==> src/rtl/cargador_mascara_if.sv <==
// Bus between the mask-coefficient loader, the coefficient memory and the
// coefficient bank. The loader connects through the slave modport; the
// environment that drives the start and memory side uses the master modport.
interface cargador_mascara_if #(
   parameter int BITS_DIRECCION_MEM = 10,
   parameter int BITS_MASCARA       = 3,
   parameter int BITS_DATOS         = 8
);
   logic                          iniciar_carga;
   logic [BITS_DIRECCION_MEM-1:0] direccion_mem_inicio_mascara;
   logic [BITS_MASCARA-1:0]       tamano_mascara;
   logic                          habilitacion_lectura_mem;
   logic [BITS_DIRECCION_MEM-1:0] direccion_lectura_mem;
   logic [BITS_DATOS-1:0]         datos_mem;
   logic                          escritura_coeficiente;
   logic [4:0]                    direccion_coeficiente;
   logic [BITS_DATOS-1:0]         dato_coeficiente;
   logic                          ocupado;
   logic                          carga_completa;

   modport slave (
      input  iniciar_carga, direccion_mem_inicio_mascara, tamano_mascara, datos_mem,
      output habilitacion_lectura_mem, direccion_lectura_mem, escritura_coeficiente,
             direccion_coeficiente, dato_coeficiente, ocupado, carga_completa
   );

   modport master (
      output iniciar_carga, direccion_mem_inicio_mascara, tamano_mascara, datos_mem,
      input  habilitacion_lectura_mem, direccion_lectura_mem, escritura_coeficiente,
             direccion_coeficiente, dato_coeficiente, ocupado, carga_completa
   );
endinterface

==> src/rtl/cargador_mascara.sv <==
// Mask coefficient loader: on a start request with a 3x3 or 5x5 mask, reads
// size*size consecutive coefficients from memory (address wraps) and writes
// them row-major into the coefficient bank, then pulses carga_completa.
// Optional feature macro: CARGADOR_MASCARA_SUMA_EN adds suma_coeficientes,
// the running unsigned sum of the coefficients written by the current load.
module cargador_mascara #(
   parameter int BITS_DIRECCION_MEM = 10,
   parameter int BITS_MASCARA       = 3,
   parameter int BITS_DATOS         = 8
) (
   input  logic clk,
   input  logic reset,
   cargador_mascara_if.slave bus
`ifdef CARGADOR_MASCARA_SUMA_EN
   ,
   output logic [BITS_DATOS+4:0] suma_coeficientes
`endif
);

   typedef enum logic [1:0] {REPOSO, LECTURA, VACIADO, FIN} estado_t;

   estado_t                       estado_q, estado_d;
   logic [4:0]                    cont_q, cont_d;
   logic [4:0]                    num_q, num_d;
   logic [BITS_DIRECCION_MEM-1:0] base_q, base_d;
   logic                          escritura_q, escritura_d;
   logic [4:0]                    dir_coef_q, dir_coef_d;
   logic                          lee;
   logic [BITS_DIRECCION_MEM-1:0] dir_lectura;
   logic                          ocupado;
   logic                          completa;
   logic                          inicio_ok;
   logic                          tamano_legal;

   assign tamano_legal = (bus.tamano_mascara == BITS_MASCARA'(3)) ||
                         (bus.tamano_mascara == BITS_MASCARA'(5));

   // State, counter and write-side registers; reset clears everything so outputs drop at once
   always_ff @(posedge clk or posedge reset) begin
      if (reset) begin
         estado_q    <= REPOSO;
         cont_q      <= '0;
         num_q       <= '0;
         base_q      <= '0;
         escritura_q <= 1'b0;
         dir_coef_q  <= '0;
      end else begin
         estado_q    <= estado_d;
         cont_q      <= cont_d;
         num_q       <= num_d;
         base_q      <= base_d;
         escritura_q <= escritura_d;
         dir_coef_q  <= dir_coef_d;
      end
   end

   // Next-state and read-side outputs; a write lags its read by one cycle (memory latency)
   always_comb begin
      estado_d    = estado_q;
      cont_d      = cont_q;
      num_d       = num_q;
      base_d      = base_q;
      lee         = 1'b0;
      dir_lectura = '0;
      ocupado     = 1'b0;
      completa    = 1'b0;
      inicio_ok   = 1'b0;
      unique case (estado_q)
         REPOSO: begin
            if (bus.iniciar_carga && tamano_legal) begin
               base_d    = bus.direccion_mem_inicio_mascara;
               num_d     = (bus.tamano_mascara == BITS_MASCARA'(5)) ? 5'd25 : 5'd9;
               cont_d    = '0;
               inicio_ok = 1'b1;
               estado_d  = LECTURA;
            end
         end
         LECTURA: begin
            lee         = 1'b1;
            ocupado     = 1'b1;
            dir_lectura = base_q + BITS_DIRECCION_MEM'(cont_q);
            cont_d      = cont_q + 5'd1;
            if (cont_q == num_q - 5'd1) begin
               cont_d   = '0;
               estado_d = VACIADO;
            end
         end
         VACIADO: begin
            ocupado  = 1'b1;
            estado_d = FIN;
         end
         FIN: begin
            completa = 1'b1;
            estado_d = REPOSO;
         end
         default: estado_d = REPOSO;
      endcase
      escritura_d = lee;
      dir_coef_d  = lee ? cont_q : 5'd0;
   end

   assign bus.habilitacion_lectura_mem = lee;
   assign bus.direccion_lectura_mem    = dir_lectura;
   assign bus.escritura_coeficiente    = escritura_q;
   assign bus.direccion_coeficiente    = dir_coef_q;
   assign bus.dato_coeficiente         = escritura_q ? bus.datos_mem : '0;
   assign bus.ocupado                  = ocupado;
   assign bus.carga_completa           = completa;

`ifdef CARGADOR_MASCARA_SUMA_EN
   logic [BITS_DATOS+4:0] suma_q, suma_d;

   // Sum restarts on an accepted start and holds once the last write is in
   always_comb begin
      suma_d = suma_q;
      if (inicio_ok)
         suma_d = '0;
      else if (escritura_q)
         suma_d = suma_q + (BITS_DATOS+5)'(bus.datos_mem);
   end

   // Sum register
   always_ff @(posedge clk or posedge reset) begin
      if (reset) suma_q <= '0;
      else       suma_q <= suma_d;
   end

   assign suma_coeficientes = suma_q;
`endif

endmodule

==> src/flat_wrapper.sv <==
// flat-port wrapper written by rule: the top's interface ports become plain ports
module cargador_mascara_flat 
#(
   parameter int BITS_DIRECCION_MEM = 10,
   parameter int BITS_MASCARA       = 3,
   parameter int BITS_DATOS         = 8
)
  (clk, reset, bus_iniciar_carga, bus_direccion_mem_inicio_mascara, bus_tamano_mascara, bus_datos_mem, bus_habilitacion_lectura_mem, bus_direccion_lectura_mem, bus_escritura_coeficiente, bus_direccion_coeficiente, bus_dato_coeficiente, bus_ocupado, bus_carga_completa);
  cargador_mascara_if #(.BITS_DIRECCION_MEM(BITS_DIRECCION_MEM), .BITS_MASCARA(BITS_MASCARA), .BITS_DATOS(BITS_DATOS)) bus_i ();
  input  logic clk;
  input  logic reset;
  input wire logic [$bits(bus_i.iniciar_carga)-1:0] bus_iniciar_carga;
  input wire logic [$bits(bus_i.direccion_mem_inicio_mascara)-1:0] bus_direccion_mem_inicio_mascara;
  input wire logic [$bits(bus_i.tamano_mascara)-1:0] bus_tamano_mascara;
  input wire logic [$bits(bus_i.datos_mem)-1:0] bus_datos_mem;
  output wire logic [$bits(bus_i.habilitacion_lectura_mem)-1:0] bus_habilitacion_lectura_mem;
  output wire logic [$bits(bus_i.direccion_lectura_mem)-1:0] bus_direccion_lectura_mem;
  output wire logic [$bits(bus_i.escritura_coeficiente)-1:0] bus_escritura_coeficiente;
  output wire logic [$bits(bus_i.direccion_coeficiente)-1:0] bus_direccion_coeficiente;
  output wire logic [$bits(bus_i.dato_coeficiente)-1:0] bus_dato_coeficiente;
  output wire logic [$bits(bus_i.ocupado)-1:0] bus_ocupado;
  output wire logic [$bits(bus_i.carga_completa)-1:0] bus_carga_completa;
  assign bus_i.iniciar_carga = bus_iniciar_carga;
  assign bus_i.direccion_mem_inicio_mascara = bus_direccion_mem_inicio_mascara;
  assign bus_i.tamano_mascara = bus_tamano_mascara;
  assign bus_i.datos_mem = bus_datos_mem;
  assign bus_habilitacion_lectura_mem = bus_i.habilitacion_lectura_mem;
  assign bus_direccion_lectura_mem = bus_i.direccion_lectura_mem;
  assign bus_escritura_coeficiente = bus_i.escritura_coeficiente;
  assign bus_direccion_coeficiente = bus_i.direccion_coeficiente;
  assign bus_dato_coeficiente = bus_i.dato_coeficiente;
  assign bus_ocupado = bus_i.ocupado;
  assign bus_carga_completa = bus_i.carga_completa;
  cargador_mascara #(.BITS_DIRECCION_MEM(BITS_DIRECCION_MEM), .BITS_MASCARA(BITS_MASCARA), .BITS_DATOS(BITS_DATOS)) u_core (.clk(clk), .reset(reset), .bus(bus_i));
endmodule
==> config.mk <==
export PLATFORM = sky130hd
export DESIGN_NAME = cargador_mascara_flat
export DESIGN_NICKNAME = d
export VERILOG_FILES = /design/src/rtl/cargador_mascara_if.sv /design/src/rtl/cargador_mascara.sv /design/src/flat_wrapper.sv
export SDC_FILE = /design/constraint.sdc
export NUM_CORES = 1
export LEC_CHECK = 0
export CELL_PAD_IN_SITES_DETAIL_PLACEMENT = 0
export CELL_PAD_IN_SITES_GLOBAL_PLACEMENT = 2
export CORE_MARGIN = 3
export CORE_UTILIZATION = 29
export DETAILED_ROUTE_END_ITERATION = 16
export HOLD_SLACK_MARGIN = 0.15
export PLACE_DENSITY_LB_ADDON = 0.1
export RECOVER_POWER = 25
export SLEW_MARGIN = 15
export SYNTH_ARGS = -nofsm -noshare
export SYNTH_HDL_FRONTEND = slang
export SYNTH_SLANG_ARGS = --single-unit
==> constraint.sdc <==
create_clock -name clk -period 4.1 [get_ports clk]
set_input_delay 0.41 -clock clk [delete_from_list [all_inputs] [get_ports clk]]
set_output_delay 0.41 -clock clk [all_outputs]
set_load 0.005 [all_outputs]
* Word level (Yosys, flattened, before mapping)
Cells that the tools add are included.
Word-level totals: bits in latches 0, memories kept 0, register bits after elaboration 28, bits in read-only memories 0, input bits 24, memory bits (writable) 0
Operators by class: bitwise operators 0, equal/unequal tests 8, reduce and logical (&&, ||, !) cells 8, magnitude comparators 0, shift operators 0, add/subtract/negate cells 3, mux-type cells 13, $mul 0, divide/modulo/power cells 0
Operators with widths (count):
- 5-bit two-way mux | 4
- 10-bit by 5-bit adder with 10-bit output | 1
- 10-bit two-way mux | 1
- 5-bit case mux with 2 select lines | 1
- 8-bit two-way mux | 1
- 2-bit case mux with 4 select lines | 1
- 2-bit AND reduction | 3
- 5-bit by 1-bit adder with 5-bit output (second input constant) | 1
- 5-bit == test | 1
- 5-bit by 1-bit subtractor with 5-bit output (second input constant) | 1
- 2-bit == test (second input constant) | 2
- 2-bit two-way mux | 2
- 2-bit by 1-bit inequality test with 1-bit output (second input constant) | 2
- 3-bit by 2-bit == test with 1-bit output (second input constant) | 1
- 3-bit == test (second input constant) | 1
- 1-bit two-way mux | 3
- 2-bit by 1-bit == test with 1-bit output (second input constant) | 1
- 2-bit logical NOT | 1
- 2-bit nonzero test | 1
- 2-bit OR reduction | 1
- 1-bit logical AND | 1
- 1-bit logical OR | 1

* Depth between registers and ports, before layout
depth in word-level cells 5, depth in mapped cells 8, depth with buffers taken out 8

* Worst setup path after synthesis
Ideal clock, no wire load.
path kind reg-to-output, start point register u_core.cont_q[0], end point output bus_direccion_lectura_mem[8], setup slack 1.953 ns, arrival time 1.737 ns, path buffers 0, cell stages (with the launch flop) 9, cells stage by stage dfrtp_1 > ha_1 > inv_1 > fa_1 > nor2b_1 > o2111ai_1 > a21oi_1 > xor2_1 > and2_1
On the way: longest elaborated chain between the ends 2
Ends and longest elaborated chain:
- start, declared | line cargador_mascara.sv:23 | logic [4:0] cont_q, cont_d;
- start signal, assigned | line cargador_mascara.sv:49 | cont_q <= cont_d;
- 10-bit by 5-bit adder with 10-bit output | line cargador_mascara.sv:81 | dir_lectura = base_q + BITS_DIRECCION_MEM'(cont_q);
- 10-bit two-way mux | line cargador_mascara.sv:68 | unique case (estado_q)
- end, declared | line flat_wrapper.sv:17 | output wire logic [$bits(bus_i.direccion_lectura_mem)-1:0] bus_direccion_lectura_mem;
Every way passes these cells.

* Final worst setup path
Same ends and word-level chain as after synthesis.

==> out/qor.txt <==
Syn_nets: 184
Postcts setup bufs: 0
Fmax: 322 MHz
Critical Path, Cell by Cell: ha_1, inv_1, fa_1, nor2b_1, o2111ai_1, a21oi_1, xor2_1, and2_1, clkdlybuf4s50_1
CP startpoint kind: flop
Vias in the first global route: 1237
WL/cell: 13.6 µm
Post_cts resized: 0
Place WS: 1280 ps
Hold EP: u_core.num_q[4]$_DFFE_PP0P_
Slew Viols, Final: 0
R2R Setup Slk: 2070 ps
Status: finished, final reports clean
CP startpoint: u_core.cont_q[0]$_DFFE_PP0P_
CP top delay family: adder cells
Min-delay src: u_core.num_q[4]$_DFFE_PP0P_
Pin count of the biggest net entering global routing: 26
RSZ-0062 raised after global routing: no
Syn. warnings: 0
TritonCTS clock tree: done
Worst-margin pin slew: 983 ps
Worst reg-to-reg path cell count: 5
# setup viols final: 0
Inserted Clock Buffers: 3
Clock latency on the worst-skew pair: 270 ps
Final Hold Vio Count: 0
XOR/XNOR share of the synthesized area: 0.0349
Post-route ant nets: 0
GPL Wtd Cong: 0.722
Mapped Cells: 148
P&R area growth vs syn: 41.7%
Worst Hold Path Cells: 2
Dominant cells by area after synthesis: dfrtp_1, ha_1, mux2_2
Synth Area in Simple Gates: 0.219
Antenna diodes: 0
Fin crit period: 3110 ps
Vias after detailed routing: 1220
Worst r2r src: u_core.estado_q[1]$_DFFE_PP0P_
Cts hold-fix bufs: 0
DIE AREA: 6100 µm²
Register area share after synthesis: 0.415
Starting Density: 0.309
Synth top area share: 0.415
Mapped cell area: 1510 µm²
Mean Syn Cell Area: 10.2 µm²
Multiplexer area fraction after synthesis: 0.0888
Largest family of logic cells by synthesized area: simple AND/OR/NAND/NOR gates
Clock-pin transition on the worst setup and hold timing paths: 100 ps
WS Path Type: reg -> out
Cell taking the most area after synthesis: dfrtp_1
Drt first pass iters: 4
Clock Skew: 8.46 ps
Die Wd: 78.1 µm
Max-Cap Viols: 0
GR Overflow Total: 0
Tot Pwr: 1.21 mW
Antenna violations before repair: 0
Setup tns final: 0 ps
Maximum buffer depth of the clock tree: 2
Max H-tree Level: 1
Synthesized flop and latch total: 25
Chip Height: 78.1 µm
Pwr Density: 567 nW/µm²
Num ports: 51
Detailed Route WL: 3630 µm
Root Buffer: clkbuf_8
Worst hold path class: reg -> reg
Synth unique cells: 36
Final WS setup: 994 ps
Adder-Cell Fraction of Synth Area: 0.105
Post-route DRC: 0
Lkg Pwr: 0.904 nW
Dpl hpwl: 2820 µm
Global-route wire length before repair: 6090 µm
Tcrit/Tclk final: 0.758
Vias/cell: 4.57
Layout cell share with drive strength beyond 1: 0.115
CP max stage delay: 490 ps
Worst path bufs/invs: 2
Critical path fanouts, max: 6
Total track usage: 0.125
Final hold slack: 521 ps
CTS Sinks: 25
Critical Path AT: 2700 ps
CP required: 3690 ps
Compound-Gate Fraction of Synth Area: 0.108
Critical R2R Capture: u_core.cont_q[2]$_DFFE_PP0P_
DRT iter0 DRCs: 51
Rows: 25
Fin nets: 237
Core area: 4880 µm²
Worst vdd ir: 0.000400 V
CP endpoint kind: primary output
I/O Buffers: 50
Slew HR: 0.344
CP max stage cell: clkdlybuf4s50_1
==> per-stage QoR <==
stage           util  std cells  cell area, µm²
6_report       0.438        267            2140
5_1_grt        0.438        267            2140
4_1_cts        0.438        267            2140
3_5_place_dp   0.428        263            2090
3_3_place_gp   0.428        263            2090
2_1_floorplan      -        148            1510
==> kinds of logic after synthesis <==
logic type | after synthesis
AO/OA/AOI/OAI | 25
buffers and inverters | 12
adder cells (fa/ha/maj) | 12
flip-flops | 25
AND/OR/NAND/NOR | 56
multiplexers | 12
XOR/XNOR | 6
==> cells in the mapped netlist <==
cell type / n
a21o_1: 1
a21oi_1: 8
a221o_1: 1
a22o_1: 1
a22o_2: 2
and2_1: 18
and2_2: 2
and3_1: 2
and3b_1: 1
and4_4: 1
clkbuf_1: 3
dfrtp_1: 25
fa_1: 1
ha_1: 11
inv_1: 9
mux2_2: 11
mux2i_1: 1
nand2_1: 9
nand2b_1: 1
nand3_1: 6
nand4_1: 1
nand4b_1: 1
nor2_1: 5
nor2b_1: 4
nor3_1: 1
nor3b_1: 1
nor4b_1: 1
o2111ai_1: 1
o211ai_1: 2
o21a_1: 2
o21ai_0: 6
o31ai_1: 1
or2_2: 1
or4b_4: 1
xnor2_1: 5
xor2_1: 1
==> per-layer routing <==
metal  global-route usage  wire [µm]
met3               0.0241        178
met2                0.239       1880
met5                    0          0
met4               0.0262         19
met1                0.143       1560
==> sequential cells by signal, indices dropped and copies added (netlist names) <==
name                              count
u_core.num_q                          2
u_core.estado_q                       2
u_core.bus.escritura_coeficiente      1
u_core.base_q                        10
u_core.bus.direccion_coeficiente      5
u_core.cont_q                         5
==> placed cells by master, fill, tap and decap left out, types with 2 or more instances in the layout <==
cell type	Yosys	routed
mux2_2	11	11
o211ai_1	2	2
and2_2	2	2
inv_1	9	9
clkdlybuf4s50_1	0	49
nand3_1	6	6
dfrtp_1	25	25
nor2_1	5	5
ha_1	11	11
clkbuf_8	0	3
o21a_1	2	2
o21ai_0	6	6
nor2b_1	4	4
and3_1	2	2
a21oi_1	8	8
xnor2_1	5	5
nand2_1	9	9
a22o_2	2	2
and2_1	18	18
==> how the worst max path moves through the flow <==
stage                                    to  slack (ps)  cells after the start
2_1_floorplan  bus_direccion_lectura_mem[8]        1950                      8
3_3_place_gp   bus_direccion_lectura_mem[8]        1320                      9
3_5_place_dp   bus_direccion_lectura_mem[8]        1280                      9
5_1_grt        bus_direccion_lectura_mem[8]         770                      9
6_report       bus_direccion_lectura_mem[8]         990                      9
4_1_cts        bus_direccion_lectura_mem[8]         970                      9
==> worst register-to-register path: cells and delay by family, from the launching register on <==
family	cells	cell delay, ps
fa+ha+maj	1	620
compound gates	2	480
flops	1	420
simple gates	1	360
buf+inv	1	110
==> area by class of cell <==
type | instances | area, µm²
timing repair buffer | 51 | 508
tap | 67 | 83.8
sequential | 25 | 626
clock inverter | 1 | 7.51
fill | 475 | 2740
clock buffer | 3 | 41.3
inverter | 9 | 33.8
multi-input combinational | 111 | 837
==> power by group <==
part | leakage (nW) | internal, mW | switching [mW] | total (mW)
Combinational | 0.560 | 0.374 | 0.263 | 0.637
Clock | 0.0217 | 0.0688 | 0.0818 | 0.151
Sequential | 0.323 | 0.336 | 0.0881 | 0.424
Total | 0.904 | 0.779 | 0.433 | 1.21
Power figures use the tool's default switching activity.
==> edit 1, RTL diff (config.mk and constraints unchanged) <==
`BITS_DATOS` is set to 8 in 3 places; all go to 12.
--- a/src/rtl/cargador_mascara_if.sv
+++ b/src/rtl/cargador_mascara_if.sv
@@ -6,3 +6,3 @@
    parameter int BITS_MASCARA       = 3,
-   parameter int BITS_DATOS         = 8
+   parameter int BITS_DATOS         = 12
 );
--- a/src/rtl/cargador_mascara.sv
+++ b/src/rtl/cargador_mascara.sv
@@ -8,3 +8,3 @@
    parameter int BITS_MASCARA       = 3,
-   parameter int BITS_DATOS         = 8
+   parameter int BITS_DATOS         = 12
 ) (
--- a/src/flat_wrapper.sv
+++ b/src/flat_wrapper.sv
@@ -5,3 +5,3 @@
    parameter int BITS_MASCARA       = 3,
-   parameter int BITS_DATOS         = 8
+   parameter int BITS_DATOS         = 12
 )
Ports: changed (resized bus_dato_coeficiente and bus_datos_mem); port bits go from 51 to 59. The function was not compared with the original's and may differ.
==> edit 1 against the unedited design <==
  * Clock power fell by 5%
  * Sequential power rose by 2%
  * Clock skew fell by 0.0069 ns
  * Setup slack got worse by 0.035 ns
  * Sequential cell count did not move
  * Area after synthesis rose by 1.9%
  * First-iteration DRC count rose by 29%
  * Count of clock-buffer cells in the layout rose by 1
  * Final area rose by 4.7%
  * Power rose by 2.0%
  * Critical path type unchanged
  * Via count rose by 5.5%
  * Hold slack got worse by 0.0082 ns
  * Largest cell class unchanged
  * Wire length rose by 1.2%
  * Global-route usage fell by 0.41 points
  * Largest power group unchanged
==> edit 1: results (changes against the unedited design) <==
[outcome]
outcome=completed

[cells_and_area]
n_antenna_cell=0  ; unchanged
layout.nets=253  ; +6.8%
drive_gt1_share_pct=10.38  ; -1.1 points

[timing]
slew-limit-headroom_pct=35.85  ; +1.5 points
skew_ns=0.001561  ; -0.006896 ns

[critical_path]
worst_ep_arrival_time_ns=2.73  ; +0.03 ns

[synthesis]
synth_seq_area_share_pct=40.72  ; -0.78 points
synth_mux_area_share_pct=8.713  ; -0.17 points
yosys-top-cells-count=dfrtp_1, and2_1, ha_1, mux2_2
synthXorXnorAreaFrac_pct=3.420  ; -0.065 points
synth_compound_area_share_pct=10.59  ; -0.20 points

[routing]
routed-wl-met3_um=177  ; -0.56%
dr_wl_met2_um=1644  ; -12%
vias=1287  ; +5.5%
drt_iter0_drc=66  ; +29%
wire_per_inst_um=13.16  ; -3.2%
wl_met1_um=1851  ; +19%
highest_layer=met3

[pwr]
ir_worst_vdd_v=0.0002635  ; -34%
cellLeakagePower_nw=0.9462  ; +4.7%

[global_routing]
gr-usage-all-layers_pct=12.10  ; -0.41 points

[place]
hpwl_um=2877  ; +2.1%
gp_congestion=0.7133  ; -1.2%
port_buffers=58  ; +16%

[clocking]
clkTransAtPathRegs_ns=0.08  ; -0.02 ns

==> edit 1: power breakdown <==
| part | internal, mW | switching, mW | leakage, nW |
|---|---|---|---|
| clock network | 0.0694 | 0.0744 | 0.0228 |
| logic | 0.396 | 0.265 | 0.601 |
| registers | 0.336 | 0.0945 | 0.323 |
==> edit 1: worst paths after layout <==
check / cells past startpoint / to / start / slack (ns)
max: 9 / bus_direccion_lectura_mem[8] / u_core.cont_q[0]$_DFFE_PP0P_ / 0.96
min: 1 / u_core.num_q[3]$_DFFE_PP0P_ / u_core.num_q[3]$_DFFE_PP0P_ / 0.51
max reg2reg: 5 / u_core.cont_q[2]$_DFFE_PP0P_ / u_core.estado_q[1]$_DFFE_PP0P_ / 2.06
min reg2reg: 1 / u_core.num_q[3]$_DFFE_PP0P_ / u_core.num_q[3]$_DFFE_PP0P_ / 0.51
max in group asynchronous: 2 / u_core.base_q[5]$_DFFE_PP0P_ / reset / 2.71
min in group asynchronous: 2 / u_core.cont_q[3]$_DFFE_PP0P_ / reset / 0.81
==> edit 1: logic make-up after synthesis <==
kind of cell	Yosys count
buf+inv	13
mux	12
xor+xnor	6
fa+ha+maj	12
simple gates	60
compound gates	25
flops	25
==> edit 1: final cells by class <==
class                           count  area (sq um)
Clock buffer                        4         45.04
Fill cell                         489          2673
Inverter                            9         33.78
Multi-Input combinational cell    115         862.1
Sequential cell                    25         625.6
Tap cell                           67         83.83
Timing Repair Buffer               59         588.1
==> edit 1: metal layers <==
metal,vias up,track usage [%]
met5,-,0
li1,648,-
met1,588,16.62
met4,0,0
met2,51,20.46
met3,0,3.061
==> edit 1: stage by stage <==
step           utilization [%]  cell area [sq um]  instances  power (mW)  setup slack [ns]
2_1_floorplan                -               1536        153      0.7934             1.953
3_3_place_gp             44.66               2193        275       1.095             1.309
3_5_place_dp             44.66               2193        275       1.107             1.278
4_1_cts                  45.58               2238        279       1.255            0.9570
5_1_grt                  45.58               2238        279       1.351            0.8166
6_report                 45.58               2238        279       1.236            0.9584
==> edit 1: worst max-delay path, stage by stage (launching register included) <==
cell and delay [ns]:
dfrtp_1 0.46, ha_1 0.20, inv_1 0.05, fa_1 0.38, nor2b_1 0.19, o2111ai_1 0.20
a21oi_1 0.20, xor2_1 0.15, and2_1 0.14, clkdlybuf4s50_1 0.50
==> edit 2, RTL diff (same settings) <==
Made on the original files. Encoding of `estado_t`: now Gray code (2 bits for 4 values).
--- a/src/rtl/cargador_mascara.sv
+++ b/src/rtl/cargador_mascara.sv
@@ -19,3 +19,3 @@
 
-   typedef enum logic [1:0] {REPOSO, LECTURA, VACIADO, FIN} estado_t;
+   typedef enum logic [1:0] {REPOSO = 2'b00, LECTURA = 2'b01, VACIADO = 2'b11, FIN = 2'b10} estado_t;
 
Check against the original RTL: no difference found for any inputs over 10 cycles, from zero or initial values and one cycle with reset high; not proved beyond that.
==> edit 2 against the unedited design <==
  * Clock power decreased by 3%
  * First-iteration DRC count decreased by 51%
  * Core utilization decreased by 0.53 points
  * Wire length decreased by 1.4%
  * Area after synthesis decreased by 3.2%
  * Setup slack got worse by 0.041 ns
  * Sequential cell count unchanged
  * Non-clock buffer count unchanged
  * Sequential power increased by 12%
  * Power increased by 33%
  * Final area decreased by 3.1%
  * Hold slack got worse by 0.012 ns
  * Global-route usage increased by 0.065 points
  * Maximum frequency decreased by 1.3%
  * Critical path type unchanged
  * Largest power group unchanged
  * Highest routed layer unchanged
==> edit 2: results (changes against the unedited design) <==
[outcome]
outcome=completed

[synthesis]
synth_compound_area_share_pct=12.44  ; +1.6 points
synthXorXnorAreaFrac_pct=1.201  ; -2.3 points
yosys-top-cells-count=dfrtp_1, and2_1, mux2_2, nor2_1
yosysUniqueCellTypes=39  ; +8.3%
synth_mux_area_share_pct=10.55  ; +1.7 points
synth_nets=176  ; -4.3%
synth_adder_area_share_pct=6.518  ; -3.9 points
synth_area_leaders=dfrtp_1, mux2_2, and2_1, ha_1, nor2_1
synth_seq_area_share_pct=42.88  ; +1.4 points

[clocking]
cts-resized-gates=0  ; unchanged
clk_latency_ns=0.27  ; about the same
clkTransAtPathRegs_ns=0.08  ; -0.02 ns
h-tree-depth=1  ; unchanged
cts_setup_buffers=0  ; unchanged

[global_routing]
gr-usage-all-layers_pct=12.57  ; +0.065 points
grt_pass1_wl_um=5989  ; -1.7%
antenna_found_initial=0  ; unchanged
grt_pass1_vias=1228  ; -0.73%

[place]
hpwl_um=2840  ; +0.77%
port_buffers=50  ; unchanged
gp_congestion=0.7183  ; -0.53%
placedInstanceArea_sq_um=2029  ; -2.8%

[routing]
avgViaCountPerCell=4.790  ; +4.8%
drt_iter0_drc=25  ; -51%
firstDrtPassIters=3  ; -1
wire_per_inst_um=13.66  ; +0.48%

[critical_path]
endpoint=bus_direccion_lectura_mem[3]
worstRegToRegCells=6  ; +1
worst_ep_arrival_time_ns=2.74  ; +0.04 ns
max_stage_delay_ns=0.61  ; +0.12 ns
critical-path-top-delay-family=buffers and inverters
r2r_setup_slack_ns=1.88  ; -0.19 ns
crit_fanout=19  ; +13
crit_slowest_cell=clkbuf_1

[timing]
tightest_slew_ns=0.9614  ; -0.02163 ns
skew_ns=0.002858  ; -0.005599 ns

[cells_and_area]
layout.nets=227  ; -4.2%
fillerInstances=488  ; +2.7%
n_antenna_cell=0  ; unchanged
drive_gt1_share_pct=9.744  ; -1.8 points

[pwr]
ir_worst_vdd_v=0.0002873  ; -28%
cellLeakagePower_nw=0.8638  ; -4.5%

==> edit 2: changes by cell type after synthesis, sizes merged, moves of 3 or more <==
cell / unedited run / this run
ha: 11 / 6
a21oi: 8 / 3
nand2b: 1 / 4
a22o: 3 / 0
a211oi: 0 / 3
xnor2: 5 / 1
inv: 9 / 6
and2: 20 / 13
nor2: 5 / 10
==> edit 2: through the flow <==
stage / power (mW) / std cells / worst slack, ns / hold WS [ns]
2_1_floorplan: 1.020 / 145 / 2.014 / 0.4373
3_3_place_gp: 1.479 / 258 / 1.412 / 0.4875
3_5_place_dp: 1.495 / 258 / 1.367 / 0.4975
4_1_cts: 1.651 / 262 / 1.043 / 0.5190
5_1_grt: 1.766 / 262 / 0.7234 / 0.5452
6_report: 1.609 / 262 / 0.9533 / 0.5087
==> edit 2: area by class of cell <==
| cell class | count | area [sq um] | share of cell area (%) |
|---|---|---|---|
| Sequential cell | 25 | 625.6 | 30.21 |
| Multi-Input combinational cell | 108 | 785.8 | 37.95 |
| Inverter | 7 | 26.28 | 1.269 |
| Tap cell | 67 | 83.83 | 4.048 |
| Timing Repair Buffer | 51 | 504.2 | 24.35 |
| Clock buffer | 4 | 45.04 | 2.175 |
==> edit 2: report_power, final <==
| group | leakage (nW) | internal [mW] | total, mW | switching, mW |
|---|---|---|---|---|
| sequential | 0.306 | 0.360 | 0.476 | 0.116 |
| clock | 0.0228 | 0.0695 | 0.147 | 0.0774 |
| combinational | 0.535 | 0.563 | 0.986 | 0.424 |
| total | 0.864 | 0.992 | 1.61 | 0.617 |
==> edit 2: metal layers <==
metal	part of all wire [%]	vias up	GRT usage (%)
met4	1.3	0	3.804
met1	49	584	16.58
met5	0	-	0
met2	43	45	20.03
met3	6.8	5	3.404
li1	-	621	-
